File: config.mk
export PLATFORM = sky130hd
export DESIGN_NAME = fifo_wr_arbiter
export DESIGN_NICKNAME = d
export VERILOG_FILES = /design/src/rtl/fifo_pkg.sv /design/src/rtl/rr_pick.sv /design/src/rtl/fifo_wr_arbiter.sv
export SDC_FILE = /design/constraint.sdc
export NUM_CORES = 1
export LEC_CHECK = 0
export BUFFER_PORTS_ARGS = -buffer_cell sky130_fd_sc_hd__buf_4
export CORE_UTILIZATION = 39
export CTS_CLUSTER_DIAMETER = 120
export DETAILED_ROUTE_END_ITERATION = 8
export PLACE_DENSITY = 0.85
export SYNTH_ARGS = -nofsm -noshare
export SYNTH_HDL_FRONTEND = slang
export SYNTH_HIERARCHICAL = 1
export SYNTH_SLANG_ARGS = --single-unit
File: constraint.sdc
create_clock -name clk -period 6.1 [get_ports clk]
set_clock_uncertainty 0.1 [all_clocks]
set_input_delay 1.22 -clock clk [delete_from_list [all_inputs] [get_ports clk]]
set_output_delay 1.22 -clock clk [all_outputs]
set_load 0.02 [all_outputs]
File: src/rtl/fifo_pkg.sv
// Shared constants and types for the FIFO write-side arbiter and its FIFO.
package fifo_pkg;

    localparam int unsigned FIFO_DEPTH = 8;
    localparam int unsigned DATA_WIDTH = 32;

    // Arbiter ownership state: nobody granted, or grant_id owns the FIFO port.
    typedef enum logic [0:0] {
        StIdle,
        StGrant
    } arb_state_e;

endpackage

File: src/rtl/rr_pick.sv
// Round-robin selector: first set bit of req scanning upward from start, wrapping.
module rr_pick #(
    parameter int unsigned NUM_REQ = 4,
    parameter int unsigned ID_W    = $clog2(NUM_REQ)
) (
    input  logic [NUM_REQ-1:0] req,
    input  logic [ID_W-1:0]    start,
    output logic [ID_W-1:0]    idx,
    output logic               any
);

    // Scan NUM_REQ positions from start; the first hit wins.
    always_comb begin
        int unsigned pos;
        pos = 0;
        idx = '0;
        any = 1'b0;
        for (int unsigned k = 0; k < NUM_REQ; k++) begin
            pos = (32'(start) + k) % NUM_REQ;
            if (!any && req[pos]) begin
                any = 1'b1;
                idx = ID_W'(pos);
            end
        end
    end

endmodule

File: src/rtl/fifo_wr_arbiter.sv
// Round-robin, burst-bounded sharing of one FIFO write port among NUM_REQ producers.
module fifo_wr_arbiter #(
    parameter int unsigned NUM_REQ    = 4,
    parameter int unsigned DATA_WIDTH = 32,
    parameter int unsigned MAX_BURST  = 4,
    parameter int unsigned ID_W       = $clog2(NUM_REQ)
) (
    input  logic                          clk,
    input  logic                          rst_n,
    input  logic [NUM_REQ-1:0]            req_valid,
    input  logic [NUM_REQ*DATA_WIDTH-1:0] req_data,
    output logic [NUM_REQ-1:0]            req_ready,
    output logic                          fifo_cs,
    output logic                          fifo_wr_en,
    output logic [DATA_WIDTH-1:0]         fifo_data_in,
    input  logic                          fifo_full,
    output logic [ID_W-1:0]               grant_id,
    output logic                          busy
);

    import fifo_pkg::*;

    localparam int unsigned       BeatW    = $clog2(MAX_BURST) + 1;
    localparam logic [BeatW-1:0]  LastBeat = BeatW'(MAX_BURST - 1);
    localparam logic [ID_W-1:0]   LastId   = ID_W'(NUM_REQ - 1);

    arb_state_e         state_q, state_d;
    logic [ID_W-1:0]    grant_q, grant_d;
    logic [ID_W-1:0]    rr_ptr_q, rr_ptr_d;
    logic [BeatW-1:0]   beat_q, beat_d;
    logic [ID_W-1:0]    next_id, pick_start, pick_idx;
    logic [NUM_REQ-1:0] pick_req, grant_oh;
    logic               pick_any, owner_valid, burst_done;

    assign next_id     = (grant_q == LastId) ? '0 : grant_q + 1'b1;
    assign grant_oh    = NUM_REQ'(1) << grant_q;
    assign owner_valid = req_valid[grant_q];
    assign grant_id    = grant_q;

    // Write strobe and data mux, all from the registered grant.
    always_comb begin
        busy         = (state_q == StGrant);
        fifo_wr_en   = busy & owner_valid & ~fifo_full;
        fifo_cs      = fifo_wr_en;
        req_ready    = fifo_wr_en ? grant_oh : '0;
        fifo_data_in = busy ? req_data[grant_q*DATA_WIDTH +: DATA_WIDTH] : '0;
        burst_done   = fifo_wr_en && (beat_q == LastBeat);
    end

    // Arbiter candidates: a producer ending a full burst sits out the immediate re-pick.
    always_comb begin
        pick_req   = req_valid;
        pick_start = rr_ptr_q;
        if (busy) begin
            pick_req   = req_valid & ~(burst_done ? grant_oh : '0);
            pick_start = next_id;
        end
    end

    rr_pick #(
        .NUM_REQ (NUM_REQ),
        .ID_W    (ID_W)
    ) u_rr_pick (
        .req   (pick_req),
        .start (pick_start),
        .idx   (pick_idx),
        .any   (pick_any)
    );

    // Next-state: grant, burst counting, release and back-to-back hand-over.
    always_comb begin
        state_d  = state_q;
        grant_d  = grant_q;
        rr_ptr_d = rr_ptr_q;
        beat_d   = beat_q;
        unique case (state_q)
            StIdle: begin
                if (pick_any) begin
                    state_d = StGrant;
                    grant_d = pick_idx;
                    beat_d  = '0;
                end
            end
            StGrant: begin
                if (burst_done || !owner_valid) begin
                    rr_ptr_d = next_id;
                    beat_d   = '0;
                    if (pick_any) begin
                        grant_d = pick_idx;
                    end else begin
                        state_d = StIdle;
                    end
                end else if (fifo_wr_en) begin
                    beat_d = beat_q + 1'b1;
                end
            end
            default: state_d = StIdle;
        endcase
    end

    // State registers; reset drops any in-flight word immediately.
    always_ff @(posedge clk or negedge rst_n) begin
        if (!rst_n) begin
            state_q  <= StIdle;
            grant_q  <= '0;
            rr_ptr_q <= '0;
            beat_q   <= '0;
        end else begin
            state_q  <= state_d;
            grant_q  <= grant_d;
            rr_ptr_q <= rr_ptr_d;
            beat_q   <= beat_d;
        end
    end

endmodule

# Yosys cells after proc, flatten, opt, wreduce, memory -nomap -nowiden
# Cells that the tools add are included.
[totals]
word_cells = 72
input_bits = 135
ff_bits = 8
[classes]
muxes = 34
shifts = 2
bitwise = 6
n_addsub = 5
eq_ne = 5
n_reduce_logical = 11
magnitude_cmp = 5
[ops]
columns = ["op", "count"]
rows = [
  ["$shiftx A128 B8 Y32", 1],
  ["$mux W32", 1],
  ["$mux W2", 8],
  ["$lt A2 B3 Y1 const B", 5],
  ["$mux W4", 3],
  ["$mux W1", 11],
  ["$bmux W1 S2", 5],
  ["$mux W3", 3],
  ["$pmux W3 S2", 1],
  ["$add A2 B1 Y2 const B", 2],
  ["$add A2 B2 Y2 const B", 2],
  ["$and A4 B4 Y4", 1],
  ["$logic_and A1 B1 Y1", 4],
  ["$logic_not A1 Y1", 4],
  ["$not A4 Y4", 1],
  ["$pmux W2 S2", 1],
  ["$reduce_and A2 Y1", 2],
  ["$shl A1 B2 Y4 const A", 1],
  ["$add A3 B1 Y3 const B", 1],
  ["$eq A3 B2 Y1 const B", 1],
  ["$ne A3 B2 Y1 const B", 1],
  ["$and A1 B1 Y1", 2],
  ["$eq A2 B2 Y1 const B", 1],
  ["$ne A2 B1 Y1 const B", 1],
  ["other kinds (4)", 5],
]

# Longest topological paths before layout
[depth]
depth_word = 24
mapped_depth = 10
depth_no_buf = 10

# Hierarchy
# The synthesis kept the hierarchy.
[modules_own_cells]
columns = ["module", "area_per_inst_um2", "instances", "cells_per_inst"]
rows = [
  ["fifo_wr_arbiter", 1605.3, 1, 134],
  ["rr_pick", 77.6, 1, 15],
]

# Worst setup path before layout
# No wires, ideal clock.
[synth_path]
path_kind = "input to output"
startpoint = "in req_valid[3]"
endpoint = "out fifo_wr_en"
path_buffers = 1
setup_slack_ns = 2.474
path_stages = 4
arrival_time_ns = 2.306
cell_sequence = "mux4_2 nand2_1 nor2_1 buf_4"
[synth_between]
elab_chain_cells = 4
[synth_lines]
columns = ["element", "line_no", "text"]
rows = [
  ["start, declared", "fifo_wr_arbiter.sv:10", "input logic [NUM_REQ-1:0] req_valid,"],
  ["$bmux W1 S2", "fifo_wr_arbiter.sv:37", "assign owner_valid = req_valid[grant_q];"],
  ["$mux W1 (not written as such)", "fifo_wr_arbiter.sv:37", ""],
  ["$and A1 B1 Y1 (2 in a row)", "fifo_wr_arbiter.sv:43", "fifo_wr_en = busy & owner_valid & ~fifo_full;"],
  ["end, declared", "fifo_wr_arbiter.sv:14", "output logic fifo_wr_en,"],
]
# No other way between the ends. The select of a mux whose other input is x is not followed.

# Worst setup path after layout
[layout_path]
startpoint = "in req_valid[3]"
endpoint = "out req_ready[0]"
[layout_between]
elab_chain_cells = 5
[layout_lines]
columns = ["element", "line_no", "text"]
rows = [
  ["$bmux W1 S2", "fifo_wr_arbiter.sv:37", ""],
  ["$mux W1 (not written as such)", "fifo_wr_arbiter.sv:37", ""],
  ["$and A1 B1 Y1 (2 in a row)", "fifo_wr_arbiter.sv:43", ""],
  ["$mux W4", "fifo_wr_arbiter.sv:45", "req_ready = fifo_wr_en ? grant_oh : '0;"],
  ["end, declared", "fifo_wr_arbiter.sv:12", "output logic [NUM_REQ-1:0] req_ready,"],
]
# No other way between the ends. The select of a mux whose other input is x is not followed.

==> metrics.txt <==
Initial Utilization=0.4147; Finished Cell Area=3055 um^2; setup_tns=0 ns; Port-buffer cells=175; initial antenna violation count=0; Power Density=397.5 nW/um^2; cell taking the most area after synthesis=mux4_2; FF-to-FF End=grant_id[0]; Worst-Margin Slew=0.4813 ns; CTS root buffer=clkbuf_8; layout cell share with drive strength beyond 1=0.7025; number of routed nets with antenna violations=0; GR Util met3=0.06419; Gate power share=0.854; Hold Path Cell Cnt=1; hold endpoint=rr_ptr_q[1]; Finished Layout Cells=366; Commonest cells post-synth=mux4_2 (33), and2_1 (32), inv_1 (11), clkbuf_1 (8), dfrtp_1 (8); P_leak=1.473 nW; post-synth top area share=0.4416; Syn. warnings=6; Max Cap Violations=0; htree depth=1; TritonCTS clock tree=yes; hold buffers post-CTS=0; Inserted Clock Buffers=3; Syn Inst Count=149; largest cells by area after synthesis=mux4_2 (44%), and2_1 (12%), dfrtp_1 (12%); worst flop-to-flop path startpoint=grant_id[1]; CP arrival=2.42 ns; die footprint=4582 um^2; number of synthesized flops with an enable pin=0; worst hold path class=reg2reg; pre-CTS setup slack=2.361 ns; Vias/cell=5.284; row count=23; final setup fails=0; sw power=0.5417 mW; final setup margin=2.359 ns; crit path time final=3.741 ns; Final Hold Fails=0; area grow syn2layout=81.56%; # IOs=176; Reg power frac=0.086; Final GP Congestion=0.8539; cells on worst reg2reg path=9; crit end category=output port; diode count=0; f_max=267.3 MHz; Setup crit start kind=primary input; most frequent cell after synthesis=mux4_2; violation count after the first detailed-route iteration=97; VDD IR-drop max=0.0002300 V; Util after Layout=0.7530; clk sink count=8; Hold Worst Slack=0.3943 ns; Total Routing Usage GR=0.2654; critical path class=in2out; #FFs+latches synth=8; Pint=0.6727 mW; met1 global-route usage=0.2913; Die Width=67.69 um; Async SR Flop Fraction=1.000; headroom to the max-slew limit=0.6792; largest net degree at the start of global routing=45; buffer depth of the longest clock path=2; unrepaired setup endpoints after global routing=false; post-synth cell types=32; power share of the clock group=0.060; gr ovfl total=0; Tcrit/Tclk final=0.6132; busiest grt layer=met2; synthesized area per cell=11.29 um^2; WL/cell=17.98 um; Total Power=1.214 mW; Main synth FF type=dfrtp_1; DP Cell Count=362; critical path required time=4.78 ns; post-place instance area=3010 um^2; Seq/Total Area, Yosys=0.1190; Clk pin slew, worst setup/hold paths=0.05 ns; vias in the first global route=1828; TritonRoute pass-1 iters=4; status=finished clean; Post-CTS Setup Inserts=0; critical-path maximum fanout=8; met2 Use GR=0.4901; Die Y=67.69 um; worst skew pair latency=0.25 ns; Post-CTS Resized=0; DRC errors left=0; routed wire length=6582 um; Switching Fraction=0.4461; Netlist Area Pre-Place=1683 um^2; DR vias=1934; first-pass GRT wire length=8852 um; Fillers=308; Syn Nets=290; Min-Delay Startpoint=rr_ptr_q[1]; core area=4058 um^2; hpwl dp=5477 um; reg2reg setup slack=3.05 ns; nets=458; fin. max-slew vios=0
## how the worst max path moves through the flow
| stage | start | to | cells after the start | slack, ns |
|---|---|---|---|---|
| 2_1_floorplan | req_valid[3] | fifo_wr_en | 4 | 2.47 |
| 3_3_place_gp | req_valid[3] | fifo_wr_en | 5 | 2.40 |
| 3_5_place_dp | req_valid[3] | req_ready[0] | 5 | 2.36 |
| 4_1_cts | req_valid[3] | req_ready[0] | 5 | 2.36 |
| 5_1_grt | req_valid[3] | fifo_wr_en | 5 | 2.30 |
| 6_report | req_valid[3] | req_ready[0] | 5 | 2.36 |
## metal layers
| layer | share of wire | up-vias |
|---|---|---|
| met1 | 0.35 | 918 |
| met4 | 0.019 | 0 |
| met5 | 0 | - |
| met3 | 0.091 | 11 |
| met2 | 0.54 | 103 |
| li1 | - | 902 |
## kinds of logic after synthesis
family / share of synthesized area
adder cells (fa/ha/maj): 0.04461
multiplexers: 0.4989
AO/OA/AOI/OAI: 0.08624
AND/OR/NAND/NOR: 0.1814
buffers and inverters: 0.06989
flip-flops: 0.1190
## layout by cell type (no fill, tap or decap)
master    instances
nor2_1            4
mux2i_1           4
o21ai_0           3
and2_1           32
dfrtp_1           7
and3_4            1
mux4_2           33
ha_1              6
nor3b_1           4
a31oi_4           2
nand4b_1          1
nand4_1           2
dfrtp_2           1
a21boi_1          2
inv_2             1
buf_4           178
clkbuf_8          3
o211ai_1          1
a21boi_0          2
mux2_1            3
nor2b_1           1
nand2b_1          2
a21oi_1           4
mux2_2            2
clkbuf_1          1
inv_1            11
a221o_1           1
nand2_1           1
nand3_1           1
a21boi_2          1
o221ai_1          1
## critical path: stages
cell and delay, ns:
buf_4 0.12, mux4_2 0.61, nand2_1 0.22, nor3b_1 0.09, buf_4 0.16
## cell type report
type                       instances  area [um^2]  share of cell area
inverter                          12        45.04             0.01474
clock buffer                       4        45.04             0.01474
timing repair buffer             178         1336              0.4373
tap                               50        62.56             0.02048
multi-input combinational        114         1365              0.4468
sequential                         8        201.4             0.06593
## power groups by stage
stage | registers, mW | clock network (mW) | logic (mW)
finish | 0.105 | 0.0727 | 1.04
global route | 0.109 | 0.0755 | 1.11
CTS | 0.105 | 0.0736 | 1.04
detailed placement | 0.106 | 0 | 1.04
global placement | 0.105 | 0 | 1.02
floorplan | 0.0962 | 0 | 0.704
## state kept, by name, summed over array words and instances, names as in the netlist
signal and flops:
grant_id 2, busy 1, rr_ptr_q 2, beat_q 3
Note: power is estimated with default switching activity, not from simulation.
